$ cat src/rtl/reg_write_arbiter.sv
// ---------------------------------------------------------------------------
// reg_write_arbiter
//   Owns the single write port of the register file and shares it among N
//   write requesters (e.g. ALU writeback, load unit, debug port).
//   After reset it first clears every register to zero, one address per
//   cycle. It then grants at most one request per cycle in round-robin order.
//
// Parameters
//   W  data path width (matches the register file)
//   D  register pointer width, 2**D registers (matches the register file)
//   N  number of write requesters, N >= 2
//
// Ports
//   Clk         clock, all state updates on posedge
//   Reset_n     asynchronous active-low reset
//   Req         Req[i]=1: requester i has a pending write
//   ReqAddr     requester i address in bits [i*D +: D]
//   ReqData     requester i data in bits [i*W +: W]
//   Grant       one-hot, combinational; request i accepted at this edge
//   Busy        high while the post-reset clear runs; no grants while high
//   RegWriteEn  registered write enable to the register file
//   Waddr       registered write address to the register file
//   DataIn      registered write data to the register file
// ---------------------------------------------------------------------------
module reg_write_arbiter #(
  parameter int W = 8,
  parameter int D = 4,
  parameter int N = 3
) (
  input  logic           Clk,
  input  logic           Reset_n,
  input  logic [N-1:0]   Req,
  input  logic [N*D-1:0] ReqAddr,
  input  logic [N*W-1:0] ReqData,
  output logic [N-1:0]   Grant,
  output logic           Busy,
  output logic           RegWriteEn,
  output logic [D-1:0]   Waddr,
  output logic [W-1:0]   DataIn
);

  localparam int PW = (N > 1) ? $clog2(N) : 1;

  typedef enum logic {
    ST_CLEAR = 1'b0,
    ST_ARB   = 1'b1
  } state_t;

  state_t        state_r;
  state_t        state_s;
  // One extra bit so the end of the clear sweep shows up as the MSB.
  logic [D:0]    clr_cnt_r;
  logic [D:0]    clr_cnt_s;
  logic [PW-1:0] ptr_r;
  logic [PW-1:0] ptr_s;

  logic          gnt_any_s;
  logic [PW-1:0] gnt_idx_s;
  logic [PW:0]   cand_s;

  logic          wen_s;
  logic [D-1:0]  waddr_s;
  logic [W-1:0]  data_s;

  // The state register resets to CLEAR, so Busy is already high while Reset_n is low.
  assign Busy = (state_r == ST_CLEAR);

  // Round-robin search: visit ptr, ptr+1, ... (mod N) and pick the first active request.
  always_comb begin
    gnt_any_s = 1'b0;
    gnt_idx_s = '0;
    cand_s    = '0;
    Grant     = '0;
    if (state_r == ST_ARB) begin
      for (int k = 0; k < N; k++) begin
        cand_s = {1'b0, ptr_r} + (PW+1)'(k);
        if (cand_s >= (PW+1)'(N)) begin
          cand_s = cand_s - (PW+1)'(N);
        end else begin
          cand_s = cand_s;
        end
        for (int i = 0; i < N; i++) begin
          if (!gnt_any_s && Req[i] && (cand_s == (PW+1)'(i))) begin
            gnt_any_s = 1'b1;
            gnt_idx_s = PW'(i);
          end else begin
            gnt_any_s = gnt_any_s;
          end
        end
      end
      for (int i = 0; i < N; i++) begin
        if (gnt_any_s && (gnt_idx_s == PW'(i))) begin
          Grant[i] = 1'b1;
        end else begin
          Grant[i] = 1'b0;
        end
      end
    end else begin
      Grant = '0;
    end
  end

  // Next state, clear counter, pointer and the next register-file write.
  always_comb begin
    state_s   = state_r;
    clr_cnt_s = clr_cnt_r;
    ptr_s     = ptr_r;
    wen_s     = 1'b0;
    waddr_s   = Waddr;
    data_s    = DataIn;
    case (state_r)
      ST_CLEAR: begin
        wen_s     = 1'b1;
        waddr_s   = clr_cnt_r[D-1:0];
        data_s    = '0;
        clr_cnt_s = clr_cnt_r + (D+1)'(1);
        // The MSB sets once the write to the last address has been issued.
        if (clr_cnt_s[D]) begin
          state_s = ST_ARB;
        end else begin
          state_s = ST_CLEAR;
        end
      end
      ST_ARB: begin
        if (gnt_any_s) begin
          wen_s = 1'b1;
          for (int i = 0; i < N; i++) begin
            if (Grant[i]) begin
              waddr_s = ReqAddr[i*D +: D];
              data_s  = ReqData[i*W +: W];
            end else begin
              waddr_s = waddr_s;
            end
          end
          // Explicit wrap so ptr never holds a value >= N.
          if (gnt_idx_s == PW'(N-1)) begin
            ptr_s = '0;
          end else begin
            ptr_s = gnt_idx_s + PW'(1);
          end
        end else begin
          wen_s = 1'b0;
          ptr_s = ptr_r;
        end
      end
      default: begin
        state_s   = ST_CLEAR;
        clr_cnt_s = '0;
        ptr_s     = '0;
      end
    endcase
  end

  // State and output registers; reset also drops any write not yet stored.
  always_ff @(posedge Clk or negedge Reset_n) begin
    if (!Reset_n) begin
      state_r    <= ST_CLEAR;
      clr_cnt_r  <= '0;
      ptr_r      <= '0;
      RegWriteEn <= 1'b0;
      Waddr      <= '0;
      DataIn     <= '0;
    end else begin
      state_r    <= state_s;
      clr_cnt_r  <= clr_cnt_s;
      ptr_r      <= ptr_s;
      RegWriteEn <= wen_s;
      Waddr      <= waddr_s;
      DataIn     <= data_s;
    end
  end

endmodule
$ cat config.mk
export PLATFORM = sky130hd
export DESIGN_NAME = reg_write_arbiter
export DESIGN_NICKNAME = d
export VERILOG_FILES = /design/src/rtl/reg_write_arbiter.sv
export SDC_FILE = /design/constraint.sdc
export NUM_CORES = 1
export LEC_CHECK = 0
export BUFFER_PORTS_ARGS = -buffer_cell sky130_fd_sc_hd__buf_2
export CELL_PAD_IN_SITES_DETAIL_PLACEMENT = 2
export CELL_PAD_IN_SITES_GLOBAL_PLACEMENT = 2
export CORE_ASPECT_RATIO = 1.2
export CORE_MARGIN = 2
export CORE_UTILIZATION = 27
export CTS_CLUSTER_DIAMETER = 150
export DETAILED_ROUTE_END_ITERATION = 7
export PLACE_DENSITY_LB_ADDON = 0.2
export SLEW_MARGIN = 20
export SYNTH_ARGS = -nofsm -noshare
export SYNTH_HDL_FRONTEND = slang
export SYNTH_SLANG_ARGS = --single-unit
$ cat constraint.sdc
create_clock -name Clk -period 2.1 [get_ports Clk]
set_clock_uncertainty 0.05 [all_clocks]
set_input_delay 0.21 -clock Clk [delete_from_list [all_inputs] [get_ports Clk]]
set_output_delay 0.21 -clock Clk [all_outputs]
set_load 0.005 [all_outputs]
# Word level (Yosys, flattened, before mapping)
# Cells that the tools add are included.
# word_totals
output_inout_bits	17
ff_bits	21
elab_cells	116
# classes
n_addsub	7
n_eq_ne	11
order_cmp	3
n_reduce_logical	34
bitwise	1
mux	54
# op_table
cell	n
two-way mux 8 bit	4
two-way mux 1 bit	26
two-way mux 3 bit	7
logical AND 1 bit	20
two-way mux 2 bit	10
two-way mux 4 bit	4
case mux 8 bit (2 select lines)	1
== test 3 x 1 -> 1 bit, second input constant	3
== test 3 x 2 -> 1 bit, second input constant	3
zero test 3 bit	3
zero test 1 bit	8
case mux 4 bit (2 select lines)	1
greater-or-equal comparator 3 x 2 -> 1 bit, second input constant	2
subtractor 3 x 2 -> 3 bit, second input constant	2
adder 5 x 1 -> 5 bit, second input constant	1
== test 2 bit, second input constant	2
inequality test 4 bit, second input constant	1
AND reduction 2 bit	2
adder 2 x 1 -> 3 bit, second input constant	1
adder 2 x 2 -> 3 bit, second input constant	1
subtractor 2 x 2 -> 3 bit, second input constant	1
adder 2 x 1 -> 2 bit, second input constant	1
== test 2 x 1 -> 1 bit, second input constant	1
greater-or-equal comparator 2 bit, second input constant	1
4 further kinds	4

# Longest topological paths before layout
# depth
depth_word	56
depth_mapped	7
depth_no_buf	6

# Least setup slack after synthesis
# OpenSTA, ideal clock, no wires.
# synth_timing
path_type	reg-to-reg
from	register ptr_r[0]
to	register DataIn[0]
n_path_buf	1
stages_incl_launch_ff	8
t_arrival_ns	1.709
synth_period_minus_slack_ns	1.889
required_ns	1.920
setup_slack_ns	0.211
setup_time_ns	0.130
path_cell_list	dfrtp_1 inv_1 ha_1 or2_4 a32oi_4 buf_8 mux2i_1 o221ai_2
# synth_between
elab_chain_cells	55
elab_cells_between_ends	93
classes_between	5 x add/sub; 3 x order compare; 10 x eq/ne; 42 x mux; 33 x reduce/logical
# synth_rtl
element	line_no	rtl
start, declared	54	logic [PW-1:0] ptr_r;
start signal, assigned	166	ptr_r <= ptr_s;
subtractor 2 x 2 -> 3 bit or greater-or-equal comparator 2 bit (tied branches)	78, 77	
two-way mux 3 bit	77	if (cand_s >= (PW+1)'(N)) begin
two-way mux 3 bit	74	if (state_r == ST_ARB) begin
zero test 3 bit	83	if (!gnt_any_s && Req[i] && (cand_s == (PW+1)'(i))) begin
logical AND 1 bit	83	
two-way mux 1 bit	83	
two-way mux 1 bit	74	
zero test 1 bit	83	
(+38 left out)	-	
two-way mux 2 bit	74	
== test 2 x 1 -> 1 bit	92	if (gnt_any_s && (gnt_idx_s == PW'(i))) begin
logical AND 1 bit	92	
two-way mux 1 bit	92	
two-way mux 3 bit	74	
two-way mux 8 bit (2 in series)	128	if (Grant[i]) begin
two-way mux 8 bit	125	if (gnt_any_s) begin
case mux 8 bit (2 select lines)	111	case (state_r)
end signal, assigned	169	DataIn <= data_s;
end, declared	39	output logic [W-1:0] DataIn
# Several ways; a longest one is shown, not always the timed one. The select of a mux whose other input is x is not followed.
# A chain may end at the register's enable or synchronous reset.

# Final worst setup path
# layout_timing
from	register ptr_r[0]
to	output Grant[0]
# layout_between
elab_chain_cells	51
elab_cells_between_ends	79
classes_between	5 x add/sub; 3 x order compare; 6 x eq/ne; 35 x mux; 30 x reduce/logical
# layout_rtl
element	line_no	rtl
subtractor 2 x 2 -> 3 bit or greater-or-equal comparator 2 bit (tied branches)	78, 77	
two-way mux 3 bit	77	
two-way mux 3 bit	74	
zero test 3 bit	83	
logical AND 1 bit	83	
two-way mux 1 bit	83	
two-way mux 1 bit	74	
zero test 1 bit	83	
(+34 left out)	-	
zero test 1 bit	83	
logical AND 1 bit (2 in series)	83	
two-way mux 2 bit	83	
two-way mux 2 bit	74	
zero test 2 bit	92	
logical AND 1 bit (*)	92	
two-way mux 1 bit (*)	92	
two-way mux 3 bit (*)	74	
end, declared	35	output logic [N-1:0] Grant,
# Every way passes the cells marked *; elsewhere a longest branch is shown, timed or not. The select of a mux whose other input is x is not followed.

==> flow_summary.json <==
{
  "die_w_um": 66.98,
  "fin_nets": 234,
  "clock_latency_ps": 260,
  "numCtsBuffers": 3,
  "n_antenna_cell": 0,
  "cts_sinks": 21,
  "drive_above_1_share_pct": 48.68,
  "timing.fmax_mhz": 495.5,
  "drtIter0Drc": 30,
  "syn_to_final_growth_pct": 37.88,
  "fillCellCount": 550,
  "die_y_um": 79.57,
  "layout_common_cells": "buf_2, dfrtp_1, nand3_1",
  "pwr-share-comb_pct": 64.0,
  "dp_hpwl_mm": 3.479,
  "worstSetupPathType": "reg -> out",
  "cts_tree": "yes",
  "setup_viol": 0,
  "wl_per_cell_um": 17.85,
  "grt_max_degree": 23,
  "grt_pass1_wl_mm": 7.100,
  "p_per_area_nw_per_um2": 1450,
  "std_cell_rows": 27,
  "htreeDepth": 1,
  "grt_use_total_pct": 17.71,
  "tightest_slew_ps": 497.8,
  "wl_met2_mm": 2.413,
  "required_ps": 1840,
  "ys_ff_latch": 21,
  "initial_core_util_pct": 27.97,
  "antenna_left": 0,
  "status": "finished clean",
  "core_area_um2": 4594,
  "p_total_uw": 2570,
  "post-route-util_pct": 38.56,
  "critical_path.cell_chain": "inv_2, ha_4, or2_4, a32o_2, nor2_1, buf_2",
  "yosys.area_share.simple_pct": 19.18,
  "p_seq_share_pct": 25.3,
  "synth_ff_type": "dfrtp_1",
  "cap_violations": 0,
  "worstSetupEndpointType": "primary output",
  "finalCriticalPeriod_ps": 2018,
  "synth_top_family_by_area": "compound AO/OA/AOI/OAI gates",
  "critical_path_peak_fanout": 6,
  "io_pins": 58,
  "dr.pass1.iters": 3,
  "drt-met1-wl_mm": 1.843,
  "gp_congestion": 0.8836,
  "relSlewSlack_pct": 66.82,
  "muxShareOfSynthArea_pct": 7.108,
  "final_cell_count_no_fill": 247,
  "synth_nets": 165,
  "die_area_um2": 5329,
  "slew_violations": 0,
  "yosys.cell_types.count": 36,
  "ys_seq_area_share_pct": 40.90,
  "rsz0062_at_grt": "yes",
  "vias": 1248,
  "cp_slowest_cell": "dfrtp_1",
  "totalWireLength_mm": 4.409,
  "cts.clk_slew.worst_paths_ps": 90,
  "vias_per_cell": 5.053,
  "clkPwrFrac_pct": 10.7,
  "port_buffers": 57,
  "routed.top_layer": "met4",
  "mostFrequentLayoutCell": "buf_2",
  "critPathMaxStageDelay_ps": 400,
  "cts-root-buf": "clkbuf_8",
  "power.switching_uw": 1087,
  "timing.hold.ws_ps": 171.2,
  "met3_length_um": 134,
  "synth_compound_area_share_pct": 22.40,
  "path_buf_inv": 2,
  "max-vdd-ir-drop_v": 0.0005184,
  "critPathLaunchType": "register",
  "cts_max_path_buffers": 2,
  "swShare_pct": 42.32,
  "netlist_area_um2": 1285,
  "yosys_warnings": 0,
  "worst_ep_arrival_time_ps": 1760,
  "hold_violations": 0,
  "grt-ovfl-total": 0,
  "remaining_drc_errors": 0,
  "synth_edf_count": 0,
  "min_period_over_period_pct": 96.11,
  "path_delay_family": "flip-flops",
  "syn_avg_cell_area_um2": 10.62,
  "p_int_uw": 1482,
  "hold_path_class": "in -> reg",
  "netlist_instances": 121,
  "async_flop_share_pct": 100.0,
  "post-place-cells": 238,
  "synth_xor_area_share_pct": 3.408,
  "antenna_found_initial": 0,
  "grt_pass1_vias": 1423,
  "synth_fa_ha_area_share_pct": 2.921,
  "leakage_uw": 0.0008608
}
==> worst min-delay path: stages <==
cell,delay [ps]
buf_2,80
nor3_1,40
o21ai_1,120
==> synthesized netlist by cell type (2+ instances only) <==
| cell type | number | area (µm²) |
|---|---|---|
| dfrtp_1 | 21 | 525.5 |
| nand3_1 | 20 | 100.1 |
| mux2i_1 | 8 | 80.08 |
| nand2_1 | 7 | 26.28 |
| nor3_1 | 6 | 30.03 |
| o221ai_1 | 6 | 52.55 |
| o221ai_2 | 6 | 90.09 |
| inv_1 | 4 | 15.01 |
| nor2_1 | 4 | 15.01 |
| o21ai_1 | 4 | 20.02 |
| xnor2_1 | 4 | 35.03 |
| ha_1 | 3 | 37.54 |
| a21oi_1 | 2 | 10.01 |
| a2bb2oi_1 | 2 | 17.52 |
| clkbuf_1 | 2 | 7.510 |
| nor2b_1 | 2 | 12.51 |
==> per-layer routing <==
metal  track usage, %  vias up
li1                 -      595
met5                0        -
met1            22.67      625
met3            1.834        2
met2            32.40       26
met4            2.449        0
==> cells by family (layout without fill, tap and decap cells) <==
kind of cell,after synthesis,in the layout
compound gates,28,28
xor+xnor,5,5
fa+ha+maj,3,3
buf+inv,9,77
flops,21,21
mux,9,9
simple gates,46,46
==> worst paths after layout <==
path | startpoint | to | slack, ps | cells after the start
setup / recovery | ptr_r[0] | Grant[0] | 80 | 6
hold / removal | ReqAddr[2] | Waddr[2] | 170 | 3
setup reg to reg | ptr_r[0] | DataIn[4] | 100 | 8
hold reg to reg | clr_cnt_r[4] | clr_cnt_r[4] | 450 | 1
max in group asynchronous | Reset_n | DataIn[5] | 1270 | 2
min in group asynchronous | Reset_n | clr_cnt_r[1] | 390 | 2
==> cell type report <==
| cell class | count | area [µm²] | share of cell area, % |
|---|---|---|---|
| sequential | 21 | 525.5 | 29.66 |
| clock buffer | 3 | 41.29 | 2.331 |
| clock inverter | 1 | 5.005 | 0.2825 |
| timing repair buffer | 68 | 382.9 | 21.61 |
| multi-input combinational | 91 | 725.7 | 40.96 |
| inverter | 5 | 18.77 | 1.059 |
| tap | 58 | 72.57 | 4.096 |
==> sequential cells by signal, indices dropped and copies added, names as in the netlist <==
| signal | cells |
|---|---|
| DataIn | 8 |
| RegWriteEn | 1 |
| Waddr | 4 |
| clr_cnt_r | 5 |
| ptr_r | 2 |
| state_r | 1 |
==> power by group through the flow <==
| stage | clock, µW | sequential (µW) | combinational, µW |
|---|---|---|---|
| CTS | 279 | 654 | 1620 |
| finish | 274 | 651 | 1640 |
| global route | 296 | 669 | 1820 |
| floorplan | 0 | 649 | 1000 |
| global placement | 0 | 645 | 1510 |
| detailed placement | 0 | 651 | 1570 |
==> timing repair <==
action,4_1_cts,5_1_grt
hold endpoints to repair,21,0
setup buffers,1,3
setup endpoints to repair,3,12
resized for setup,2,3
hold buffers,1,0
pin swaps,1,1
==> through the flow <==
step                      instance area (µm²)  worst slack, ps  setup TNS (ps)
after floorplan                          1285            211.5               0
after global placement                   1667            139.2               0
after detailed placement                 1667            48.51               0
after CTS                                1743            8.022               0
after global routing                     1772           -25.01          -25.01
final                                    1772            81.69               0
(Power assumes the default switching activity.)
